**config.mk**
```make
export PLATFORM = sky130hd
export DESIGN_NAME = window_generator
export DESIGN_NICKNAME = d
export VERILOG_FILES = /design/src/rtl/conv_pkg.sv /design/src/rtl/line_buffer.sv /design/src/rtl/window_generator.sv
export SDC_FILE = /design/constraint.sdc
export NUM_CORES = 1
export LEC_CHECK = 0
export CORE_UTILIZATION = 55
export DETAILED_ROUTE_END_ITERATION = 12
export PLACE_DENSITY = 0.77
export RECOVER_POWER = 100
export SYNTH_ARGS = -nofsm -noshare
export SYNTH_HDL_FRONTEND = slang
export SYNTH_SLANG_ARGS = --single-unit
```
**constraint.sdc**
```tcl
create_clock -name clk -period 10.4 [get_ports clk]
set_input_delay 2.6 -clock clk [delete_from_list [all_inputs] [get_ports clk]]
set_output_delay 2.6 -clock clk [all_outputs]
set_load 0.005 [all_outputs]
```
**src/rtl/conv_pkg.sv**
```systemverilog
// conv_pkg: pixel and 3x3 window types shared by the window generator and the convolution datapath
package conv_pkg;
    localparam int PIXEL_W       = 8;
    localparam int WINDOW_PIXELS = 9;
    localparam int WINDOW_W      = PIXEL_W * WINDOW_PIXELS;
    typedef logic [PIXEL_W-1:0]  pixel_t;
    typedef logic [WINDOW_W-1:0] window_t;
endpackage

```
**src/rtl/line_buffer.sv**
```systemverilog
// line_buffer: DEPTH-deep pixel delay that advances only when en is high
//   clk, rst_n : clock, asynchronous active-low reset (pointer only, storage is unreset)
//   en         : shift enable, one accepted pixel
//   din / dout : pixel in / pixel written DEPTH enables ago
module line_buffer
    import conv_pkg::*;
#(
    parameter int DEPTH = 64
) (
    input  logic   clk,
    input  logic   rst_n,
    input  logic   en,
    input  pixel_t din,
    output pixel_t dout
);
    localparam int AW = $clog2(DEPTH);
    pixel_t        mem [DEPTH];
    logic [AW-1:0] ptr;
    // circular buffer: the slot about to be overwritten holds the oldest pixel
    assign dout = mem[ptr];
    always_ff @(posedge clk or negedge rst_n)
        if (!rst_n) ptr <= '0;
        else if (en) ptr <= (ptr == AW'(DEPTH - 1)) ? '0 : ptr + 1'b1;
    always_ff @(posedge clk)
        if (en) mem[ptr] <= din;
endmodule

```
**src/rtl/window_generator.sv**
```systemverilog
// window_generator: raster pixel stream to 3x3 windows (no padding) with a registered output stage
//   clk, rst_n            : clock, asynchronous active-low reset
//   clear                 : synchronous frame abort
//   in_pixel/valid/ready  : raster-order pixel input handshake
//   out_window/valid/ready: 72-bit window, row-major, top-left in the MSBs
//   frame_done            : flags the window of the frame's last pixel
module window_generator
    import conv_pkg::*;
#(
    parameter int IMG_WIDTH  = 64,
    parameter int IMG_HEIGHT = 64
) (
    input  logic    clk,
    input  logic    rst_n,
    input  logic    clear,
    input  pixel_t  in_pixel,
    input  logic    in_valid,
    output logic    in_ready,
    output window_t out_window,
    output logic    out_valid,
    input  logic    out_ready,
    output logic    frame_done
);
    localparam int CW = $clog2(IMG_WIDTH);
    localparam int RW = $clog2(IMG_HEIGHT);
    logic [CW-1:0] col;
    logic [RW-1:0] row;
    pixel_t        tap1, tap2;
    pixel_t        c1 [3];
    pixel_t        c2 [3];
    logic          accept, col_last, row_last, qualify;
    window_t       win;
    assign in_ready = !out_valid || out_ready;
    assign accept   = in_valid && in_ready && !clear;
    assign col_last = col == CW'(IMG_WIDTH - 1);
    assign row_last = row == RW'(IMG_HEIGHT - 1);
    assign qualify  = row >= RW'(2) && col >= CW'(2);
    // c2/c1 hold columns col-2/col-1; the third column is the live line-buffer taps and input pixel
    assign win = {c2[0], c1[0], tap2, c2[1], c1[1], tap1, c2[2], c1[2], in_pixel};
    line_buffer #(.DEPTH(IMG_WIDTH)) u_lb_row1 (
        .clk(clk), .rst_n(rst_n), .en(accept), .din(in_pixel), .dout(tap1)
    );
    line_buffer #(.DEPTH(IMG_WIDTH)) u_lb_row2 (
        .clk(clk), .rst_n(rst_n), .en(accept), .din(tap1), .dout(tap2)
    );
    always_ff @(posedge clk)
        if (accept) begin
            c2 <= c1;
            c1 <= '{tap2, tap1, in_pixel};
        end
    always_ff @(posedge clk or negedge rst_n) begin
        if (!rst_n) begin
            col        <= '0;
            row        <= '0;
            out_valid  <= 1'b0;
            frame_done <= 1'b0;
            out_window <= '0;
        end else if (clear) begin
            col        <= '0;
            row        <= '0;
            out_valid  <= 1'b0;
            frame_done <= 1'b0;
        end else begin
            if (accept) begin
                col <= col_last ? '0 : col + 1'b1;
                row <= col_last ? (row_last ? '0 : row + 1'b1) : row;
            end
            // accept implies the stage is free or draining, so a reload never drops a window
            if (accept && qualify) begin
                out_valid  <= 1'b1;
                out_window <= win;
                frame_done <= row_last && col_last;
            end else if (out_ready) begin
                out_valid  <= 1'b0;
                frame_done <= 1'b0;
            end
        end
    end
endmodule

```
==> flow_summary.yaml <==
routing:
  first_iter_violations: 4904
  drt_pass1_iterations: 6
  postRouteAntennaNets: 0
  drc: 0
  route.vias.total: 28320
  via_per_inst: 6.88
  detail_route.wirelength_um: 122000
  avgRoutedWirePerCell_um: 29.6
yosys:
  netlist_area_um2: 46000
  async_flop_share_pct: 8.38
  synth.yosys.warnings: 0
  synth_seq_cells: 1170
  synth_enable_flop_cells: 1072
  synth.net_count: 2921
  synth_cells: 2902
  synth-simple-area-share_pct: 7.04
  synth_xor_xnor_area_share_pct: 0.209
  fraction_of_the_mapped_netlist_area_in_compound_gates_pct: 9.99
  main_combinational_cell_family_by_area_after_synthesis: "compound AO/OA/AOI/OAI gates"
  post_synth_fa_ha_maj_area_fraction_pct: 0.163
  synth_mux_area_share_pct: 4.89
  synth-seq-area-share_pct: 75.3
  ys_dominant_reg_cell: "edfxtp_1"
  average_cell_area_after_synthesis_um2: 15.9
  synth.lib_cells_used.distinct: 83
clock_network:
  htree_levels: 3
  cts_buffer_depth: 3
  cts_resizes: 0
  cts_tree: "yes"
  cts.hold.buffers_added: 0
  worst_skew_pair.late_latency_ns: 0.69
  clkTransAtPathRegs_ns: 0.06
  ctsRootBufferMaster: "clkbuf_16"
  numCtsBuffers: 109
  cts_sinks: 1170
  postCtsSetupRepairBufs: 0
floorplanning:
  dieWidth_um: 291
  initial_cell_density_of_the_core_pct: 55.8
  pin_count: 88
  die_h_um: 291
  die_area_um2: 84900
  row_count: 105
  floorplan.core_area_um2: 82500
finish:
  num-nets-final: 2970
  layout_commonest_cell: "edfxtp_1"
  drive_above_1_share_pct: 11.7
  final_area_um2: 51300
  layout-area-overhead-vs-synth_pct: 11.5
  num-fill-cells: 5597
  register_area_um2: 34700
  final_cell_mix: "edfxtp_1, nand2_1, nor2_1"
  multi_input_comb_area_um2: 10300
sta:
  max_slew_margin_pct: -133
  tightestPinTransition_ns: 3.50
  hold_ws_ns: 0.434
  clock.fmax_mhz: 126
  report.final.slew_viol_count: 853
  final.min_clock_period_ns: 7.92
  setup_ws_ns: 2.48
  clock-skew-final_ns: 0.0325
  final.period_utilization_pct: 76.1
  setup-tns-final_ns: 0
  setup_violation_total_in_the_final_timing_report: 0
  final_hold_viol_count: 0
  rsz0062_at_grt: "false"
global_route:
  initial_antenna_violation_count: 3
  grt_util_all_layers_pct: 28.5
  via_count_of_the_first_global_routing_pass: 27428
  grt_pass1_wl_um: 179000
  overflow: 0
  grt_start_max_net_pins: 70
setup_path:
  cp-start-kind: "flop"
  worstPathMaxFanout: 65
  cp_endpoint_kind: "flop"
  worst-endpoint-required_ns: 10.70
  timing.critical_path.arrival_ns: 8.22
  timing_worst_setup_path_type: "reg2reg"
  reg2reg_slack_ns: 2.48
power:
  clock_power_share_pct: 28.4
  power_per_cell_area_nw_per_um2: 284
  swShare_pct: 33.6
  netSwitchingPower_mw: 4.90
  design_power_total_mw: 14.6
  worst_ir_drop_vdd_mv: 0.470
  power.leakage_nw: 16.8
  p_int_mw: 9.69
  power.combinational.fraction_pct: 27.5
  power.sequential.fraction_pct: 44.1
flow_run:
  cap_viol_max_count: 16
min_path:
  hold_path.class: "reg2reg"
placed_design:
  portBuffers: 87
  dp_hpwl_um: 71600
  gp_congestion: 0.988
  placed_cell_area_um2: 47700
  detailedPlace.worstSlack_ns: 3.91
outcome:
  failing_checks: "capacitance limit, slew limit"
  run_status: "complete, but fails checks"
registers in the layout, indices dropped and copies added (netlist names):
name / count
c1: 24
frame_done: 1
c2: 24
row: 6
u_lb_row2.ptr: 6
col: 6
out_window: 72
u_lb_row2.mem: 512
u_lb_row1.mem: 512
u_lb_row1.ptr: 6
out_valid: 1
synth_stat cells, drive strengths merged, types with 9 or more instances:
| cell | count | share of area [%] |
|---|---|---|
| edfxtp | 1072 | 70 |
| a22o | 14 | 0.27 |
| nor3 | 35 | 0.38 |
| o221ai | 16 | 0.30 |
| o32ai | 12 | 0.23 |
| nand2b | 24 | 0.33 |
| a211oi | 14 | 0.23 |
| and2 | 10 | 0.14 |
| o211ai | 13 | 0.21 |
| mux2i | 82 | 1.8 |
| nor2 | 204 | 1.7 |
| mux4 | 32 | 1.6 |
| or3 | 10 | 0.14 |
| or3b | 11 | 0.21 |
| a31oi | 14 | 0.19 |
| clkbuf | 80 | 0.65 |
| nand3b | 20 | 0.33 |
| nand2 | 267 | 2.2 |
| nand3 | 42 | 0.46 |
| o2bb2ai | 11 | 0.21 |
| a22oi | 178 | 2.9 |
| inv | 9 | 0.073 |
| o21ai | 47 | 0.51 |
| nor2b | 14 | 0.19 |
| and3b | 10 | 0.19 |
| dfrtp | 98 | 5.3 |
| a221oi | 113 | 2.2 |
| a21oi | 64 | 0.70 |
| nor4 | 11 | 0.16 |
| o22a | 11 | 0.21 |
| mux2 | 63 | 1.5 |
| buf | 131 | 1.7 |
| o22ai | 53 | 0.72 |
power by group through the flow:
stage | combinational (mW) | sequential [mW] | clock [mW]
after floorplan | 2.31 | 6.38 | 0
after global placement | 3.80 | 6.51 | 0
after detailed placement | 3.90 | 6.52 | 0
after CTS | 3.93 | 6.43 | 4.15
after global routing | 4.16 | 6.46 | 4.33
final | 4.01 | 6.44 | 4.14
metrics by stage:
stage | cells | util, %
final | 4118 | 62.2
after global routing | 4117 | 62.2
after CTS | 4117 | 62.3
after detailed placement | 3910 | 57.8
after global placement | 3910 | 57.8
after floorplan | 2902 | -
area by class of cell:
| type | instances | share of cell area (%) |
|---|---|---|
| clock inverter | 74 | 1.71 |
| inverter | 10 | 0.0732 |
| tap | 1070 | 2.61 |
| timing repair buffer | 149 | 2.41 |
| sequential | 1170 | 67.5 |
| multi-input combinational | 1511 | 20.1 |
| antenna | 1 | 0.00488 |
| clock buffer | 133 | 5.57 |
cell families after synthesis:
| logic type | after synthesis |
|---|---|
| buffers and inverters | 221 |
| and+or+nand+nor | 700 |
| muxes | 177 |
| adders and majority gates | 6 |
| DFF | 1170 |
| AOI/OAI and AO/OA | 617 |
| xor gates and xnor gates | 11 |
critical path, stage by stage, from the launching register on:
cell and delay (ns):
dfrtp_4 0.66, clkbuf_1 1.47, clkbuf_1 1.75, inv_1 1.16, a221oi_1 0.51, nor3_1 0.13, or4_1 0.70, nor4_1 0.59
nand2_2 0.08, buf_4 0.37
metal layers:
layer	routed length (µm)	global-route usage [%]	vias up	part of all wire [%]
li1	-	-	11587	-
met1	44400	39.7	14037	36
met2	55000	42.8	2305	45
met3	17100	7.38	387	14
met4	5300	11.9	4	4.4
met5	25	0	-	0.021
final timing paths:
| path | from | to | cells past startpoint |
|---|---|---|---|
| min | c2[7]$_DFFE_PP_ | out_window[23]$_DFFE_PN0P_ | 2 |
| min in group asynchronous | rst_n | out_window[5]$_DFFE_PN0P_ | 1 |
| max reg2reg | u_lb_row1.ptr[1]$_DFFE_PN0P_ | u_lb_row2.mem[15][6]$_DFFE_PP_ | 9 |
| max in group asynchronous | rst_n | u_lb_row2.ptr[1]$_DFFE_PN0P_ | 2 |
| min reg2reg | c2[7]$_DFFE_PP_ | out_window[23]$_DFFE_PN0P_ | 2 |
| max | u_lb_row1.ptr[1]$_DFFE_PN0P_ | u_lb_row2.mem[15][6]$_DFFE_PP_ | 9 |
No activity file was read; power rests on OpenSTA's default activity.
